## config.mk

```make
export PLATFORM = sky130hd
export DESIGN_NAME = pwm_decoder
export DESIGN_NICKNAME = d
export VERILOG_FILES = /design/src/rtl/pwm_decoder.sv
export SDC_FILE = /design/constraint.sdc
export NUM_CORES = 1
export LEC_CHECK = 0
export CAP_MARGIN = 20
export CORE_MARGIN = 8
export CORE_UTILIZATION = 51
export CTS_CLUSTER_SIZE = 20
export DETAILED_ROUTE_END_ITERATION = 16
export GPL_ROUTABILITY_DRIVEN = 0
export GPL_TIMING_DRIVEN = 0
export PLACE_DENSITY = 0.77
export SYNTH_ARGS = -nofsm -noshare
export SYNTH_HDL_FRONTEND = slang
export SYNTH_SLANG_ARGS = --single-unit
```

## constraint.sdc

```tcl
create_clock -name CLK -period 2.7 [get_ports CLK]
set_clock_uncertainty 0.1 [all_clocks]
set_input_delay 0.54 -clock CLK [delete_from_list [all_inputs] [get_ports CLK]]
set_output_delay 0.54 -clock CLK [all_outputs]
set_load 0.05 [all_outputs]
```

## src/rtl/pwm_decoder.sv

```systemverilog
// Loop-back monitor for one transducer PWM channel: decodes each 512-tick TIME
// period into pulse width, first rise/fall times and edge-count flags.
module pwm_decoder #(
    parameter int ULTRASOUND_CNT_CYCLE = 512
) (
    input  logic       CLK,
    input  logic       RST,
    input  logic [8:0] TIME,
    input  logic       EN,
    input  logic       PWM_IN,
    output logic       VALID,
    output logic [9:0] WIDTH,
    output logic [8:0] RISE,
    output logic [8:0] FALL,
    output logic       NO_RISE,
    output logic       NO_FALL,
    output logic       MULTI_EDGE,
    output logic       TIME_ERR
);

    localparam logic [8:0] TIME_LAST = 9'(ULTRASOUND_CNT_CYCLE - 1);

    typedef enum logic [1:0] {S_IDLE, S_ARM, S_MEASURE} state_t;

    state_t     state_q,      state_d;
    logic       prev_q,       prev_d;
    logic [8:0] last_time_q,  last_time_d;
    logic [9:0] width_acc_q,  width_acc_d;
    logic [1:0] rise_cnt_q,   rise_cnt_d;
    logic [1:0] fall_cnt_q,   fall_cnt_d;
    logic [8:0] rise_acc_q,   rise_acc_d;
    logic [8:0] fall_acc_q,   fall_acc_d;
    logic       valid_q,      valid_d;
    logic [9:0] width_q,      width_d;
    logic [8:0] rise_q,       rise_d;
    logic [8:0] fall_q,       fall_d;
    logic       no_rise_q,    no_rise_d;
    logic       no_fall_q,    no_fall_d;
    logic       multi_q,      multi_d;
    logic       time_err_q,   time_err_d;

    logic       rise_edge, fall_edge, time_ok;
    logic [8:0] time_inc;
    logic [9:0] meas_width;
    logic [1:0] meas_rise_cnt, meas_fall_cnt;
    logic [8:0] meas_rise_acc, meas_fall_acc;

    always_comb begin
        // NOTE: every variable gets a default before the case so no latch is inferred.
        state_d     = state_q;
        prev_d      = prev_q;
        last_time_d = TIME;
        width_acc_d = width_acc_q;
        rise_cnt_d  = rise_cnt_q;
        fall_cnt_d  = fall_cnt_q;
        rise_acc_d  = rise_acc_q;
        fall_acc_d  = fall_acc_q;
        valid_d     = 1'b0;
        width_d     = width_q;
        rise_d      = rise_q;
        fall_d      = fall_q;
        no_rise_d   = no_rise_q;
        no_fall_d   = no_fall_q;
        multi_d     = multi_q;
        time_err_d  = time_err_q;

        time_inc      = last_time_q + 9'd1;
        time_ok       = (TIME == time_inc);
        rise_edge     = PWM_IN & ~prev_q;
        fall_edge     = ~PWM_IN & prev_q;
        meas_width    = width_acc_q + {9'd0, PWM_IN};
        meas_rise_cnt = (rise_edge && rise_cnt_q != 2'd2) ? rise_cnt_q + 2'd1 : rise_cnt_q;
        meas_fall_cnt = (fall_edge && fall_cnt_q != 2'd2) ? fall_cnt_q + 2'd1 : fall_cnt_q;
        meas_rise_acc = (rise_edge && rise_cnt_q == 2'd0) ? TIME : rise_acc_q;
        meas_fall_acc = (fall_edge && fall_cnt_q == 2'd0) ? TIME : fall_acc_q;

        unique case (state_q)
            S_IDLE: begin
                if (EN) state_d = S_ARM;
            end
            S_ARM: begin
                if (!time_ok) begin
                    time_err_d = 1'b1;
                end else if (TIME == TIME_LAST) begin
                    prev_d  = PWM_IN;
                    state_d = S_MEASURE;
                end
            end
            S_MEASURE: begin
                if (!time_ok) begin
                    time_err_d = 1'b1;
                    state_d    = S_ARM;
                    width_acc_d = '0;
                    rise_cnt_d  = '0;
                    fall_cnt_d  = '0;
                    rise_acc_d  = '0;
                    fall_acc_d  = '0;
                end else begin
                    prev_d      = PWM_IN;
                    width_acc_d = meas_width;
                    rise_cnt_d  = meas_rise_cnt;
                    fall_cnt_d  = meas_fall_cnt;
                    rise_acc_d  = meas_rise_acc;
                    fall_acc_d  = meas_fall_acc;
                    // Report overlaps the first sample of the next period, so the
                    // accumulators restart from zero while results are registered.
                    if (TIME == TIME_LAST) begin
                        valid_d     = 1'b1;
                        width_d     = meas_width;
                        no_rise_d   = (meas_rise_cnt == 2'd0);
                        no_fall_d   = (meas_fall_cnt == 2'd0);
                        rise_d      = (meas_rise_cnt == 2'd0) ? 9'd0 : meas_rise_acc;
                        fall_d      = (meas_fall_cnt == 2'd0) ? 9'd0 : meas_fall_acc;
                        multi_d     = (meas_rise_cnt == 2'd2) || (meas_fall_cnt == 2'd2);
                        width_acc_d = '0;
                        rise_cnt_d  = '0;
                        fall_cnt_d  = '0;
                        rise_acc_d  = '0;
                        fall_acc_d  = '0;
                    end
                end
            end
            default: state_d = S_IDLE;
        endcase

        if (!EN) begin
            state_d     = S_IDLE;
            valid_d     = 1'b0;
            time_err_d  = 1'b0;
            width_acc_d = '0;
            rise_cnt_d  = '0;
            fall_cnt_d  = '0;
            rise_acc_d  = '0;
            fall_acc_d  = '0;
        end
    end

    // NOTE: state updates use non-blocking assignments so all flops sample together.
    always_ff @(posedge CLK) begin
        if (RST) begin
            state_q     <= S_IDLE;
            prev_q      <= 1'b0;
            last_time_q <= '0;
            width_acc_q <= '0;
            rise_cnt_q  <= '0;
            fall_cnt_q  <= '0;
            rise_acc_q  <= '0;
            fall_acc_q  <= '0;
            valid_q     <= 1'b0;
            width_q     <= '0;
            rise_q      <= '0;
            fall_q      <= '0;
            no_rise_q   <= 1'b0;
            no_fall_q   <= 1'b0;
            multi_q     <= 1'b0;
            time_err_q  <= 1'b0;
        end else begin
            state_q     <= state_d;
            prev_q      <= prev_d;
            last_time_q <= last_time_d;
            width_acc_q <= width_acc_d;
            rise_cnt_q  <= rise_cnt_d;
            fall_cnt_q  <= fall_cnt_d;
            rise_acc_q  <= rise_acc_d;
            fall_acc_q  <= fall_acc_d;
            valid_q     <= valid_d;
            width_q     <= width_d;
            rise_q      <= rise_d;
            fall_q      <= fall_d;
            no_rise_q   <= no_rise_d;
            no_fall_q   <= no_fall_d;
            multi_q     <= multi_d;
            time_err_q  <= time_err_d;
        end
    end

    assign VALID      = valid_q;
    assign WIDTH      = width_q;
    assign RISE       = rise_q;
    assign FALL       = fall_q;
    assign NO_RISE    = no_rise_q;
    assign NO_FALL    = no_fall_q;
    assign MULTI_EDGE = multi_q;
    assign TIME_ERR   = time_err_q;

endmodule

```

==> metrics.md <==
| Metric | Value |
|---|---|
| CP Cell Sequence | clkdlybuf4s50_1 > inv_2 > a41oi_1 > a2111oi_4 > nand3_4 > buf_8 > or4_1 > a21oi_1 |
| Worst vdd ir | 426.6 uV |
| Global Route met3 Usage | 5.019% |
| Vias in the first global route | 3,686 |
| Gr usage total | between 20 and 25% |
| Worst Path Required | 2.88 ns |
| First-pass GRT wire length | between 15,000 and 20,000 um |
| Initial DRT Pass Iterations | 4 |
| Height of the die | 104.5 um |
| Net Count, Synth | 487 |
| Crit-path max cell delay | 0.53 ns |
| Worst-Skew Late Latency | 0.35 ns |
| Via density | 6.054 |
| Num CTS Buffers | 9 |
| Syn_area_per_cell | 8.623 um^2 |
| Ant diodes | 0 |
| Synth Instances | 463 |
| FF/Latch Area | 0.001549 mm^2 |
| CTS tree | built |
| Detail Placement HPWL | 7897 um |
| Critical path's slowest cell | or4_1 |
| Reg clk slew, reported paths | about 0.080 ns |
| Initial antenna violation count | 0 |
| I/O pin total | 46 |
| WP data arrival | 2.81 ns |
| Post-synth top area share | 38.61% |
| Root Buffer | clkbuf_8 |
| Max-slew violation count | 0 |
| Layer with the highest usage | met2 |
| Synthesized area | 0.003993 mm^2 |
| Crit path buffers/inverters | 3 |
| Slew @ Worst Pin | between 0.6 and 0.7 ns |
| Final setup fails | 0 |
| Routed Antenna Nets | 0 |
| Fill count | 661 |
| Placed cells | slightly above 600 |
| CTS Sinks | 77 |
| CP Capture Type | register |
| Most used DFF post-synth | dfxtp_1 |
| Worst-path maximum fanout | 6 |
| Area leader, netlist | dfxtp_1 |
| Top cells by area, synth | dfxtp_1, a21oi_1, o21ai_0 |
| CP delay by family, top | buffers and inverters |
| Rows | 32 |
| #FFs+latches synth | 77 |
| Tightest Hold Check Type | register to register |
| Final #Nets | 551 |
| Most frequent cell after synthesis | dfxtp_1 |
| Critical path class | primary input to register |
| H-tree levels | 3 |
| Core area | 0.007647 mm^2 |
| Port bufs | 44 |
| Final period util | 97.43% |
| RSZ-0062 raised after global routing | yes |
| Share of cells above drive strength 1 | 15.41% |
| Post-Route WL | 11,240 um |
| Commonest cells in the netlist | dfxtp_1, a21oi_1, nor2_1 |
| Fmax | 0.3801 GHz |
| Die W | 104.5 um |
| Pleak | 1.660 nW |
| Initial drt markers | 265 |
| Crit path launch type | primary input |
| Met1 GRT Util | 23.62% |
| Async S/R FF share, synth | 0% |
| PD cells | 450.3 mW/mm^2 |
| Yosys cell types | 59 |
| Final cell count without fillers | 634 |
| CTS Buffer Depth | 2 |
| Final core occ | 64.58% |
| Max Cap Viol | 0 |
| Pin count of the biggest net entering global routing | 14 |
| Final hold viol count | 0 |
| DRC errors left | 0 |
| Grt total ovfl | 0 |
| Post-layout minimum cycle time | 2.631 ns |
| GRT met2 Usage | between 30 and 40% |
| Multi-input gate area | about 0.0023 mm^2 |
| Initial core utilization | 52.21% |
| EDFF count, synth | 0 |
| Worst slew margin | about 57% |
| Warning count from the yosys run | 0 |
| Die ar. | approximately 0.011 mm^2 |
| Register area share after synthesis | 38.61% |
| Outcome | finished, final reports clean |
| Area delta synth->final | 23.69% |
| DR vias | 3,838 |
| DR WL/cell | about 18 um |
==> layout by cell type (no fill, tap or decap), types with 7 or more instances in the layout <==
cell / count
nand2_1: 31
nand3_1: 22
a21oi_1: 45
clkbuf_1: 14
buf_4: 11
dfxtp_1: 75
nor2b_1: 11
dlygate4sd2_1: 7
inv_1: 10
xnor2_1: 8
or4b_1: 9
o21ai_0: 31
a32oi_1: 15
clkdlybuf4s50_1: 36
buf_2: 9
clkbuf_8: 10
o211ai_1: 11
mux2_2: 12
nor2_1: 34
ha_1: 10
==> report_power, final <==
group | internal, mW | switching [mW] | leakage (nW)
sequential | 1.14 | 0.0112 | 0.624
clock | 0.451 | 0.431 | 0.102
combinational | 0.0670 | 0.121 | 0.933
==> sequential cells by signal, summed over array words and instances (netlist names) <==
signal,flops
fall_cnt_q,2
rise_cnt_q,2
fall_acc_q,9
MULTI_EDGE,1
prev_q,1
FALL,9
NO_RISE,1
rise_acc_q,9
NO_FALL,1
VALID,1
state_q,2
TIME_ERR,1
last_time_q,9
width_acc_q,10
RISE,9
WIDTH,10
==> through the flow <==
| step | setup slack, ns | total power, mW | hold WS [ns] | area [um^2] | TNS (ns) |
|---|---|---|---|---|---|
| after floorplan | 0.1949 | 1.289 | 0.3443 | 3993 | 0 |
| after global placement | -0.7327 | 1.349 | 0.3416 | 4561 | -38.75 |
| after detailed placement | -0.7654 | 1.353 | 0.3454 | 4568 | -41.37 |
| after CTS | 0.005653 | 2.226 | 0.3594 | 4836 | 0 |
| after global routing | -0.01381 | 2.302 | 0.3965 | 4938 | -0.01381 |
| final | 0.06927 | 2.224 | 0.3537 | 4938 | 0 |
==> metal layers <==
layer	share of wire, %	up-vias
met5	0	-
met4	3.2	0
met3	6.2	34
met2	49	135
met1	42	1825
li1	-	1844
==> worst register-to-register path: stages (launching register included) <==
cell and delay [ns]:
dfxtp_4 0.40, ha_2 0.19, buf_6 0.15, and3b_1 0.19
o22ai_2 0.11, a2111oi_4 0.38, nand3_4 0.18, buf_8 0.17
or4_1 0.54, a21oi_1 0.15
==> area by class of cell <==
type                       instances  share of cell area (%)
clock buffer                      10                   2.787
buffer                            34                   3.876
timing repair buffer              54                   10.26
inverter                          12                  0.9121
tap                              102                   2.584
sequential                        77                   31.37
clock inverter                     6                   1.241
multi-input combinational        339                   46.97
==> what timing repair did <==
item,CTS,global route
hold buffers,0,0
buffers inserted,3,6
resized for setup,23,20
endpoints found under the setup margin,65,55
pin swaps,2,4
==> path summary, 6_finish.rpt <==
kind | end | slack [ns] | cells past startpoint | from
setup / recovery | RISE[7] | 0.07 | 8 | TIME[2]
hold / removal | TIME_ERR | 0.35 | 2 | TIME_ERR
setup reg to reg | RISE[7] | 0.08 | 9 | last_time_q[0]
hold reg to reg | TIME_ERR | 0.35 | 2 | TIME_ERR
==> kinds of logic (layout without fill, tap and decap cells) <==
kind of cell,Yosys count,after routing,share of synthesized area (%)
flops,77,77,38.61
xor+xnor,14,14,3.259
simple gates,157,157,21.56
buf+inv,47,116,5.296
mux,18,18,4.889
compound gates,139,139,22.94
fa+ha+maj,11,11,3.447
Power figures use the tool's default switching activity.
